$ cat src/rtl/sum_acc_pkg.sv
// Shared types and helpers for the sum accumulator and its saturating stages.
// Default widths match the multi-adder outputs feeding this block.
package sum_acc_pkg;

   typedef enum logic [1:0] {
      IDLE  = 2'd0,
      ACCUM = 2'd1,
      DONE  = 2'd2
   } state_e;

   localparam int DEF_SW   = 9;
   localparam int DEF_ACCW = 12;
   localparam int DEF_LENW = 8;

   function automatic longint unsigned acc_max(input int w);
      return (64'd1 << w) - 64'd1;
   endfunction

   localparam longint unsigned ACC_MAX = acc_max(DEF_ACCW);

   // The accumulator must hold at least one full pair sum without loss.
   function automatic bit acc_cfg_ok(input int sw, input int accw);
      return accw >= sw + 1;
   endfunction

endpackage

$ cat src/rtl/sum_accumulator_if.sv
// Frame control, input beat and result ports of the sum accumulator.
// The master side drives the inputs; the slave side is the accumulator.
interface sum_accumulator_if #(
   parameter int SW   = 9,
   parameter int ACCW = 12,
   parameter int LENW = 8
);
   logic            start;
   logic [LENW-1:0] frame_len;
   logic            len_err;
   logic            busy;
   logic            in_valid;
   logic            in_ready;
   logic [SW-1:0]   sum0;
   logic [SW-1:0]   sum1;
   logic            out_valid;
   logic            out_ready;
   logic [ACCW-1:0] out_acc;
   logic            out_sat;
   logic [LENW-1:0] out_count;

   modport master (
      output start, frame_len, in_valid, sum0, sum1, out_ready,
      input  len_err, busy, in_ready, out_valid, out_acc, out_sat, out_count
   );

   modport slave (
      input  start, frame_len, in_valid, sum0, sum1, out_ready,
      output len_err, busy, in_ready, out_valid, out_acc, out_sat, out_count
   );
endinterface

$ cat src/rtl/sum_accumulator_sat_add.sv
// Combinational saturating adder: acc + pair clipped at MAX, with overflow flag.
// pair must be no wider than acc.
module sat_add #(
   parameter int            AW  = 12,
   parameter int            PW  = 10,
   parameter logic [AW-1:0] MAX = '1
) (
   input  logic [AW-1:0] acc,
   input  logic [PW-1:0] pair,
   output logic [AW-1:0] sum_sat,
   output logic          ovf
);
   logic [AW:0] sum_full;

   assign sum_full = {1'b0, acc} + (AW+1)'(pair);
   assign ovf      = sum_full > {1'b0, MAX};
   assign sum_sat  = ovf ? MAX : sum_full[AW-1:0];
endmodule

$ cat src/rtl/sum_accumulator.sv
// Accumulates sum0+sum1 over a programmable frame of accepted beats with
// saturation, then holds the frame total until the consumer takes it.
module sum_accumulator
   import sum_acc_pkg::*;
#(
   parameter int SW   = DEF_SW,
   parameter int ACCW = DEF_ACCW,
   parameter int LENW = DEF_LENW
) (
   input  logic               clk,
   input  logic               rst_n,
   sum_accumulator_if.slave   bus
);
   if (!acc_cfg_ok(SW, ACCW)) begin : g_cfg_err
      $error("sum_accumulator: ACCW must be at least SW+1");
   end

   localparam logic [ACCW-1:0] ACC_LIMIT = ACCW'(acc_max(ACCW));

   state_e          state_q, state_d;
   logic [ACCW-1:0] acc_q, acc_d;
   logic [LENW-1:0] remaining_q, remaining_d;
   logic [LENW-1:0] count_q, count_d;
   logic            sat_q, sat_d;
   logic [ACCW-1:0] out_acc_q, out_acc_d;
   logic            out_sat_q, out_sat_d;
   logic [LENW-1:0] out_count_q, out_count_d;
   logic            len_err_q, len_err_d;

   logic [SW:0]     pair;
   logic [ACCW-1:0] acc_sum;
   logic            acc_ovf;

   assign pair = (SW+1)'(bus.sum0) + (SW+1)'(bus.sum1);

   sat_add #(
      .AW  (ACCW),
      .PW  (SW + 1),
      .MAX (ACC_LIMIT)
   ) u_sat_add (
      .acc     (acc_q),
      .pair    (pair),
      .sum_sat (acc_sum),
      .ovf     (acc_ovf)
   );

   always_comb begin
      state_d     = state_q;
      acc_d       = acc_q;
      remaining_d = remaining_q;
      count_d     = count_q;
      sat_d       = sat_q;
      out_acc_d   = out_acc_q;
      out_sat_d   = out_sat_q;
      out_count_d = out_count_q;
      len_err_d   = 1'b0;

      case (state_q)
         IDLE: begin
            if (bus.start) begin
               if (bus.frame_len != '0) begin
                  state_d     = ACCUM;
                  remaining_d = bus.frame_len;
                  acc_d       = '0;
                  sat_d       = 1'b0;
                  count_d     = '0;
               end else begin
                  len_err_d = 1'b1;
               end
            end
         end
         ACCUM: begin
            if (bus.in_valid) begin
               acc_d       = acc_sum;
               sat_d       = sat_q | acc_ovf;
               count_d     = count_q + LENW'(1);
               remaining_d = remaining_q - LENW'(1);
               if (remaining_q == LENW'(1)) begin
                  state_d     = DONE;
                  out_acc_d   = acc_sum;
                  out_sat_d   = sat_q | acc_ovf;
                  out_count_d = count_q + LENW'(1);
               end
            end
         end
         DONE: begin
            if (bus.out_ready) begin
               state_d = IDLE;
               // A start on the handshake cycle chains the next frame directly.
               if (bus.start && bus.frame_len != '0) begin
                  state_d     = ACCUM;
                  remaining_d = bus.frame_len;
                  acc_d       = '0;
                  sat_d       = 1'b0;
                  count_d     = '0;
               end else if (bus.start) begin
                  len_err_d = 1'b1;
               end
            end
         end
         default: state_d = IDLE;
      endcase
   end

   always_ff @(posedge clk or negedge rst_n) begin
      if (!rst_n) begin
         state_q     <= IDLE;
         acc_q       <= '0;
         remaining_q <= '0;
         count_q     <= '0;
         sat_q       <= 1'b0;
         out_acc_q   <= '0;
         out_sat_q   <= 1'b0;
         out_count_q <= '0;
         len_err_q   <= 1'b0;
      end else begin
         state_q     <= state_d;
         acc_q       <= acc_d;
         remaining_q <= remaining_d;
         count_q     <= count_d;
         sat_q       <= sat_d;
         out_acc_q   <= out_acc_d;
         out_sat_q   <= out_sat_d;
         out_count_q <= out_count_d;
         len_err_q   <= len_err_d;
      end
   end

   assign bus.in_ready  = (state_q == ACCUM);
   assign bus.out_valid = (state_q == DONE);
   assign bus.busy      = (state_q != IDLE);
   assign bus.len_err   = len_err_q;
   assign bus.out_acc   = out_acc_q;
   assign bus.out_sat   = out_sat_q;
   assign bus.out_count = out_count_q;
endmodule
$ cat src/flat_wrapper.sv
// flat-port wrapper written by rule: the top's interface ports become plain ports
module sum_accumulator_flat import sum_acc_pkg::*;
#(
   parameter int SW   = DEF_SW,
   parameter int ACCW = DEF_ACCW,
   parameter int LENW = DEF_LENW
)
  (clk, rst_n, bus_start, bus_frame_len, bus_in_valid, bus_sum0, bus_sum1, bus_out_ready, bus_len_err, bus_busy, bus_in_ready, bus_out_valid, bus_out_acc, bus_out_sat, bus_out_count);
  sum_accumulator_if #(.SW(SW), .ACCW(ACCW), .LENW(LENW)) bus_i ();
  input  logic clk;
  input  logic rst_n;
  input wire logic [$bits(bus_i.start)-1:0] bus_start;
  input wire logic [$bits(bus_i.frame_len)-1:0] bus_frame_len;
  input wire logic [$bits(bus_i.in_valid)-1:0] bus_in_valid;
  input wire logic [$bits(bus_i.sum0)-1:0] bus_sum0;
  input wire logic [$bits(bus_i.sum1)-1:0] bus_sum1;
  input wire logic [$bits(bus_i.out_ready)-1:0] bus_out_ready;
  output wire logic [$bits(bus_i.len_err)-1:0] bus_len_err;
  output wire logic [$bits(bus_i.busy)-1:0] bus_busy;
  output wire logic [$bits(bus_i.in_ready)-1:0] bus_in_ready;
  output wire logic [$bits(bus_i.out_valid)-1:0] bus_out_valid;
  output wire logic [$bits(bus_i.out_acc)-1:0] bus_out_acc;
  output wire logic [$bits(bus_i.out_sat)-1:0] bus_out_sat;
  output wire logic [$bits(bus_i.out_count)-1:0] bus_out_count;
  assign bus_i.start = bus_start;
  assign bus_i.frame_len = bus_frame_len;
  assign bus_i.in_valid = bus_in_valid;
  assign bus_i.sum0 = bus_sum0;
  assign bus_i.sum1 = bus_sum1;
  assign bus_i.out_ready = bus_out_ready;
  assign bus_len_err = bus_i.len_err;
  assign bus_busy = bus_i.busy;
  assign bus_in_ready = bus_i.in_ready;
  assign bus_out_valid = bus_i.out_valid;
  assign bus_out_acc = bus_i.out_acc;
  assign bus_out_sat = bus_i.out_sat;
  assign bus_out_count = bus_i.out_count;
  sum_accumulator #(.SW(SW), .ACCW(ACCW), .LENW(LENW)) u_core (.clk(clk), .rst_n(rst_n), .bus(bus_i));
endmodule
$ cat config.mk
export PLATFORM = sky130hd
export DESIGN_NAME = sum_accumulator_flat
export DESIGN_NICKNAME = d
export VERILOG_FILES = /design/src/rtl/sum_acc_pkg.sv /design/src/rtl/sum_accumulator_if.sv /design/src/rtl/sum_accumulator_sat_add.sv /design/src/rtl/sum_accumulator.sv /design/src/flat_wrapper.sv
export SDC_FILE = /design/constraint.sdc
export NUM_CORES = 1
export LEC_CHECK = 0
export ABC_CLOCK_PERIOD_IN_PS = 3100
export CORE_MARGIN = 10
export CORE_UTILIZATION = 40
export CTS_CLUSTER_SIZE = 24
export DETAILED_ROUTE_END_ITERATION = 10
export MAX_ROUTING_LAYER = met4
export PLACE_DENSITY = 0.64
export RECOVER_POWER = 50
export SKIP_CTS_REPAIR_TIMING = 1
export SYNTH_ARGS = -nofsm -noshare
export SYNTH_HDL_FRONTEND = slang
export SYNTH_SLANG_ARGS = --single-unit
$ cat constraint.sdc
create_clock -name clk -period 3.1 [get_ports clk]
set_clock_uncertainty 0.05 [all_clocks]
set_input_delay 0.775 -clock clk [delete_from_list [all_inputs] [get_ports clk]]
set_output_delay 0.775 -clock clk [all_outputs]
set_load 0.005 [all_outputs]
==> impl_metrics.env, run 1 <==
export IMPL_outcome="finished, violations left"
export IMPL_violations="max-capacitance violations, max-slew violations"
export IMPL_yosys_area_share_simple_pct=17.4
export IMPL_slew_headroom_pct=-4.80
export IMPL_place_gp_congestion=0.858
export IMPL_grtUsageTotal_pct=14.4
export IMPL_hold_start="u_core.bus.out_acc[0]"
export IMPL_syn_num_nets=395
export IMPL_maxCapViolations=1
export IMPL_hold_path_class="reg -> reg"
export IMPL_grt_max_degree=29
export IMPL_syn_to_final_growth_pct=34.1
export IMPL_synth_edf_count=0
export IMPL_worst_setup_path_type="in -> reg"
export IMPL_synth_compound_area_share_pct=23.7
export IMPL_htree_levels=2
export IMPL_final_cell_mix="dfrtp_1 (53), o21ai_0 (42), nand2_1 (36), buf_4 (36), clkdlybuf4s50_1 (35)"
export IMPL_netlist_area_mm2=0.00325
export IMPL_cts_sinks=53
export IMPL_rsz0062_at_grt="true"
export IMPL_finalSetupViolations=0
export IMPL_start_util_pct=41.6
export IMPL_portBuffers=55
export IMPL_ioPinCount=56
export IMPL_clockBufferDepth=2
export IMPL_final_common_cell="dfrtp_1"
export IMPL_die_y_um=110
export IMPL_ir_drop_v=0.000461
export IMPL_worst_slack_ps=69.8
export IMPL_clkTransAtPathRegs_ps=100
export IMPL_crit_fanout=5
export IMPL_synthMuxAreaShare_pct=0.654
export IMPL_die_w_um=110
export IMPL_dpl_instance_area_mm2=0.00410
export IMPL_synth_top_family_by_area="compound AO/OA/AOI/OAI gates"
export IMPL_dpl_worst_slack_ps=-604
export IMPL_dpl_hpwl_um=6490
export IMPL_yosysUniqueCellTypes=57
export IMPL_antenna_found_initial=0
export IMPL_worst_slew_pin_slew_ps=1570
export IMPL_core_mm2=0.00781
export IMPL_antenna_left=0
export IMPL_drive_gt1_share_pct=17.5
export IMPL_fill_cells=724
export IMPL_dieArea_mm2=0.0121
export IMPL_cts_tree="yes"
export IMPL_rrSetupSlack_ps=410
export IMPL_ys_flop_type="dfrtp_1"
export IMPL_fin_crit_sh_pct=97.7
export IMPL_fin_hold_ws_ps=430
export IMPL_cts_root_buffer="clkbuf_8"
export IMPL_crit_start="bus_sum1[4]"
export IMPL_synthXorXnorAreaFrac_pct=2.42
export IMPL_regArea_mm2=0.00133
export IMPL_critPathArrivalTime_ps=3170
export IMPL_cp_required_ps=3240
export IMPL_rr_startpoint="u_core.acc_q[1]"
export IMPL_syn_area_per_cell_um2=9.50
export IMPL_worstSetupEndpointType="register"
export IMPL_powerDensity_mw_per_mm2=1000
export IMPL_finalHoldViolations=0
export IMPL_period_needed_ps=3030
export IMPL_drv_slew=29
export IMPL_startpoint_type="primary input"
export IMPL_firstDrtPassIters=4
export IMPL_fin_nets=475
export IMPL_reg2reg_to="u_core.bus.out_acc[11]"
export IMPL_hold_path_depth=2
export IMPL_synth_cells=342
export IMPL_worstRegToRegCells=10
export IMPL_async_flop_share_pct=100
export IMPL_wire_per_inst_um=16.2
export IMPL_rows=32
export IMPL_synth_fa_ha_area_share_pct=10.8
export IMPL_max_freq_ghz=0.330
export IMPL_p_leak_nw=1.93
export IMPL_drc_errors=0
export IMPL_vias=2858
export IMPL_multi_input_area_mm2=0.00191
export IMPL_numCtsBuffers=5
export IMPL_diodes=0
export IMPL_min_to="u_core.bus.out_acc[0]"
export IMPL_synth_seq_cells=53
export IMPL_routed_via_density=5.44
export IMPL_yosysWarnings=0
export IMPL_design_area_mm2=0.00436
export IMPL_overflow=0
export IMPL_grt_pass1_wl_um=13700
export IMPL_grt_pass1_vias=2783
export IMPL_yosysSeqAreaShare_pct=40.8
export IMPL_clk_latency_ps=310
export IMPL_wirelength_um=8510
export IMPL_dr_first_iter_drc_count=135
## stage by stage
stage	util (%)	setup TNS, ps	instances	power, W
after floorplan	-	0	342	0.00272
after global placement	52.5	-8210	513	0.00364
after detailed placement	52.5	-9420	513	0.00369
after CTS	53.9	-928	521	0.00418
after global routing	55.8	-52.2	525	0.00475
final	55.8	0	525	0.00438
## logic make-up after synthesis
| kind of cell | Yosys count |
|---|---|
| buffers and inverters | 32 |
| AOI/OAI and AO/OA | 113 |
| adders and majority gates | 22 |
| DFF | 53 |
| and+or+nand+nor | 111 |
| xor gates and xnor gates | 9 |
| muxes | 2 |
## metal layers
metal | global-route usage (%) | wire, um
met5 | - | 0
met4 | 2.75 | 53
met3 | 2.38 | 395
met2 | 22.8 | 4100
met1 | 19.1 | 3960
## area by class of cell
class | count | share of cell area (%)
Clock buffer | 6 | 1.66
Inverter | 13 | 1.12
Clock inverter | 2 | 0.890
Sequential cell | 53 | 30.4
Multi-Input combinational cell | 257 | 43.7
Tap cell | 102 | 2.93
Timing Repair Buffer | 92 | 19.3
## registers in the layout, indices dropped and copies added, names as in the netlist
| signal | count |
|---|---|
| u_core.acc_q | 12 |
| u_core.bus.len_err | 1 |
| u_core.bus.out_acc | 12 |
| u_core.bus.out_count | 8 |
| u_core.bus.out_sat | 1 |
| u_core.count_q | 8 |
| u_core.remaining_q | 8 |
| u_core.sat_q | 1 |
| u_core.state_q | 2 |
## worst max-delay path, stage by stage
cell and delay, ps:
clkdlybuf4s50_1 420, fa_1 550, ha_4 210, and2_4 160, a221oi_4 350, a211oi_4 140
buf_4 160, a2111oi_2 300, nor3_2 90
## worst max-delay path by stage
stage / endpoint / slack (ps) / cells past startpoint
2_1_floorplan: u_core.bus.out_acc[11] / 20 / 9
3_3_place_gp: u_core.bus.out_acc[11] / -530 / 10
3_5_place_dp: u_core.acc_q[11] / -600 / 10
4_1_cts: u_core.acc_q[11] / -270 / 10
5_1_grt: u_core.bus.out_acc[11] / -30 / 9
6_report: u_core.bus.out_acc[11] / 70 / 9
## synth_stat cells (all sizes together), types with 3 or more instances
library cell  instances  area share, %
inv                  13            1.5
nand2                37            4.3
a31oi                 7            1.3
and3                  4           0.77
o31ai                 3           0.69
clkbuf                8           0.92
fa                   10            6.2
xnor2                 5            1.3
o21a                  4           0.92
ha                   12            4.6
nor3                 12            1.8
a21o                  6            1.4
nand4                 3           0.58
nand3                11            1.8
a2111oi               4            2.2
a211oi                5            1.5
nor4                  5            1.4
a21oi                13            2.0
a22o                  4            1.1
or3                   3           0.58
o21ai                49            7.5
xor2                  4            1.1
dfrtp                53             41
buf                  11            1.8
a22oi                 4           0.92
nor2                 21            2.6
## where the power goes
part / switching, W / internal, W
registers: 0.000239 / 0.000946
logic: 0.00140 / 0.00132
clock network: 0.000234 / 0.000243
total: 0.00187 / 0.00251
Power figures use the tool's default switching activity.
==> run 2: changes to the inputs <==
Settings changed: CAP_MARGIN set to 20, RECOVER_POWER 50 to 100.
==> impl_metrics.env, run 2 (synthesis gave the netlist of run 1 again) <==
export IMPL_critPathArrivalTime_ps=3170
export IMPL_final_common_cell="dfrtp_1"
export IMPL_period_needed_ps=3030
export IMPL_final_cell_mix="dfrtp_1 (53), o21ai_0 (42), nand2_1 (36)"
export IMPL_worst_setup_path_type="in -> reg"
export IMPL_die_y_um=110
export IMPL_dpl_hpwl_um=6490
export IMPL_dpl_worst_slack_ps=-604
export IMPL_firstDrtPassIters=4
export IMPL_cp_slowest_stage_delay_ps=550
export IMPL_rsz0062_at_grt="true"
export IMPL_routed_via_density=5.45
export IMPL_drv_slew=29
export IMPL_outcome="finished, violations left"
export IMPL_finalSetupViolations=0
export IMPL_wire_per_inst_um=16.2
export IMPL_antenna_left=0
export IMPL_clockBufferDepth=2
export IMPL_slew_headroom_pct=-4.93
export IMPL_drc_errors=0
export IMPL_worst_slack_ps=70.7
export IMPL_clk_latency_ps=310
export IMPL_vias=2861
export IMPL_power_w=0.00431
export IMPL_fin_crit_sh_pct=97.7
export IMPL_die_w_um=110
export IMPL_p_leak_nw=1.96
export IMPL_start_util_pct=41.6
export IMPL_worstSetupEndpointType="register"
export IMPL_worst_slew_pin_slew_ps=1570
export IMPL_numCtsBuffers=5
export IMPL_syn_to_final_growth_pct=33.1
export IMPL_clkTransAtPathRegs_ps=100
export IMPL_fill_cells=730
export IMPL_ir_drop_v=0.000460
export IMPL_powerDensity_mw_per_mm2=995
export IMPL_path_cells="clkdlybuf4s50_1 -> fa_1 -> ha_4 -> and2_4 -> a221oi_4 -> a211oi_4 -> buf_4 -> a2111oi_2 -> nor3_2"
export IMPL_finalHoldViolations=0
export IMPL_grtUsageTotal_pct=14.4
export IMPL_crit_family="compound AO/OA/AOI/OAI gates"
export IMPL_cpMaxStageDelayCell="fa_1"
export IMPL_grt_pass1_vias=2783
export IMPL_max_freq_ghz=0.330
export IMPL_startpoint_type="primary input"
export IMPL_worstRegToRegCells=10
export IMPL_crit_fanout=5
export IMPL_fin_nets=475
export IMPL_cp_required_ps=3240
export IMPL_hold_path_class="reg -> reg"
export IMPL_hold_path_depth=2
export IMPL_antenna_found_initial=0
export IMPL_grt_pass1_wl_um=13700
export IMPL_dr_first_iter_drc_count=147
export IMPL_cp_depth=9
export IMPL_grt_max_degree=29
export IMPL_portBuffers=55
export IMPL_crit_buf_inv=2
export IMPL_core_mm2=0.00781
export IMPL_diodes=0
export IMPL_overflow=0
export IMPL_wirelength_um=8490
export IMPL_rrSetupSlack_ps=410
export IMPL_dieArea_mm2=0.0121
export IMPL_rows=32
export IMPL_maxCapViolations=1
export IMPL_place_gp_congestion=0.858
export IMPL_cts_sinks=53
export IMPL_htree_levels=2
export IMPL_fin_cells=525
export IMPL_ioPinCount=56
export IMPL_violations="max-capacitance violations, max-slew violations"
export IMPL_dp_cells=513
export IMPL_cts_root_buffer="clkbuf_8"
export IMPL_cts_tree="yes"
export IMPL_drive_gt1_share_pct=16.8
run 2: report_power, final:
group          total, W  switching (W)  internal (W)
Combinational   0.00265        0.00138       0.00127
Sequential      0.00118       0.000232      0.000946
Clock          0.000478       0.000236      0.000243
run 2: layout make-up:
type	count	area, um^2	share of cell area [%]
multi-input cells	257	1880	43.5
flip-flops and latches	53	1330	30.6
repair buffers	92	833	19.3
well taps	102	128	2.95
clock buffers	6	72.6	1.68
inverters	13	48.8	1.13
clock inverters	2	38.8	0.896
run 2: path summary, 6_finish.rpt:
check                                      start                     end
setup reg to reg                 u_core.acc_q[1]  u_core.bus.out_acc[11]
hold / removal             u_core.bus.out_acc[0]   u_core.bus.out_acc[0]
max in group asynchronous                  rst_n       u_core.state_q[0]
setup / recovery                     bus_sum1[4]  u_core.bus.out_acc[11]
min in group asynchronous                  rst_n         u_core.acc_q[0]
hold reg to reg            u_core.bus.out_acc[0]   u_core.bus.out_acc[0]
run 2: per-layer routing:
layer / vias to the layer above / share of wire (%) / global-route usage, %
met1: 1364 / 46 / 19.1
met2: 76 / 48 / 22.8
met4: 0 / 0.61 / 2.75
met5: - / 0 / -
met3: 7 / 5.6 / 2.38
li1: 1414 / - / -
run 2: worst min-delay path: stages (launching register included):
cell     delay, ps
dfrtp_1        350
nand2_1         40
o21ai_0         60
run 2: per-stage QoR:
stage	hold slack, ps	TNS [ps]	utilization [%]	instance area (um^2)
floorplan	416	0	-	3250
finish	431	0	55.4	4330
CTS	443	-928	53.9	4210
global placement	412	-8210	52.5	4100
global route	473	-53.3	55.4	4330
detailed placement	420	-9420	52.5	4100
==> run 3: changes to the inputs <==
Settings changed: CORE_UTILIZATION 40 to 25, PLACE_DENSITY 0.64 to 0.45.
==> impl_metrics.env, run 3 (synthesis gave the netlist of run 1 again) <==
export IMPL_grt_pass1_vias=2995
export IMPL_wirelength_um=9530
export IMPL_overflow=0
export IMPL_crit_family="adder cells"
export IMPL_cp_slowest_stage_delay_ps=500
export IMPL_portBuffers=55
export IMPL_syn_to_final_growth_pct=44.6
export IMPL_final_common_cell="dfrtp_1"
export IMPL_htree_levels=2
export IMPL_worst_slew_pin_slew_ps=1720
export IMPL_worst_setup_path_type="in -> reg"
export IMPL_maxCapViolations=1
export IMPL_violations="max-capacitance violations, max-slew violations"
export IMPL_grt_max_degree=29
export IMPL_wl_met2_um=4390
export IMPL_critPathArrivalTime_ps=3100
export IMPL_final_cell_mix="dfrtp_1 (53), o21ai_0 (41), nand2_1 (35)"
export IMPL_startpoint_type="primary input"
export IMPL_rows=41
export IMPL_start_util_pct=25.7
export IMPL_drive_gt1_share_pct=21.5
export IMPL_finish_utilization_pct=37.1
export IMPL_drc_errors=0
export IMPL_antenna_left=0
export IMPL_dpl_instance_area_mm2=0.00430
export IMPL_hold_path_class="reg -> reg"
export IMPL_wire_per_inst_um=15.6
export IMPL_cts_root_buffer="clkbuf_16"
export IMPL_period_needed_ps=2980
export IMPL_crit_fanout=6
export IMPL_worst_slack_ps=116
export IMPL_ir_drop_v=0.000323
export IMPL_finalSetupViolations=0
export IMPL_top_layer="met4"
export IMPL_clkTransAtPathRegs_ps=70
export IMPL_die_w_um=134
export IMPL_routed_via_density=4.70
export IMPL_place_gp_congestion=0.826
export IMPL_die_y_um=134
export IMPL_p_leak_nw=2.09
export IMPL_cts_tree="yes"
export IMPL_dpl_worst_slack_ps=-618
export IMPL_firstDrtPassIters=6
export IMPL_clockBufferDepth=2
export IMPL_wirelength_met1_um=4610
export IMPL_dpl_hpwl_um=7260
export IMPL_antenna_found_initial=0
export IMPL_worstSetupEndpointType="register"
export IMPL_grtUsageTotal_pct=10.8
export IMPL_max_freq_ghz=0.335
export IMPL_outcome="finished, violations left"
export IMPL_vias=2860
export IMPL_crit_buf_inv=2
export IMPL_dieArea_mm2=0.0180
export IMPL_fin_nets=489
export IMPL_diodes=0
export IMPL_grt_pass1_wl_um=15400
export IMPL_path_cells="clkdlybuf4s50_1 -> fa_1 -> ha_1 -> buf_4 -> or4bb_1 -> nand4_1 -> and3_4 -> o21ai_0"
export IMPL_cpMaxStageDelayCell="fa_1"
export IMPL_fin_crit_sh_pct=96.2
export IMPL_finalHoldViolations=0
export IMPL_drv_slew=29
export IMPL_dr_first_iter_drc_count=161
export IMPL_cts_sinks=53
export IMPL_cp_required_ps=3210
export IMPL_powerDensity_mw_per_mm2=1020
export IMPL_ioPinCount=56
export IMPL_met3WireLength_um=416
export IMPL_clk_latency_ps=300
export IMPL_slew_headroom_pct=-14.4
export IMPL_numCtsBuffers=5
export IMPL_core_mm2=0.0127
export IMPL_design_area_mm2=0.00470
==> run 3: path summary, 6_finish.rpt <==
check                                 startpoint                     to  slack [ps]  cells after the start
setup reg to reg                 u_core.acc_q[1]  u_core.bus.out_acc[7]         440                     10
hold reg to reg            u_core.bus.out_acc[1]  u_core.bus.out_acc[1]         420                      2
hold / removal             u_core.bus.out_acc[1]  u_core.bus.out_acc[1]         420                      2
setup / recovery                     bus_sum1[8]  u_core.bus.out_acc[8]         120                      8
max in group asynchronous                  rst_n  u_core.bus.out_acc[4]         680                      2
min in group asynchronous                  rst_n  u_core.remaining_q[2]         870                      1
==> run 3: metal layers <==
layer / track usage [%] / up-vias
met4: 2.66 / 0
met1: 13.8 / 1367
met2: 17.1 / 52
li1: - / 1432
met3: 2.28 / 9
met5: - / -
==> run 3: cell type report <==
cell class,count,area (um^2)
flip-flops and latches,53,1330
multi-input cells,257,2000
clock inverters,2,13.8
fillers,1322,7970
clock buffers,6,139
inverters,13,48.8
repair buffers,106,960
well taps,172,215
==> run 3: per-stage QoR <==
| stage | cells | TNS [ps] | hold slack, ps | total power, W |
|---|---|---|---|---|
| after floorplan | 342 | 0 | 416 | 0.00272 |
| after global placement | 599 | -10450 | 410 | 0.00389 |
| after detailed placement | 599 | -11460 | 420 | 0.00393 |
| after CTS | 607 | -3560 | 437 | 0.00453 |
| after global routing | 609 | -16.6 | 458 | 0.00527 |
| final | 609 | 0 | 423 | 0.00482 |
==> run 3: where the power goes <==
part	switching, W	total (W)	internal [W]
Clock	0.000266	0.000589	0.000322
Sequential	0.000235	0.00118	0.000948
Combinational	0.00152	0.00304	0.00153
Total	0.00202	0.00482	0.00280
==> run 3: tightest hold or removal path, cell delays in order (launching register included) <==
cell and delay [ps]:
dfrtp_1 340, nand2_1 40, o21ai_0 60
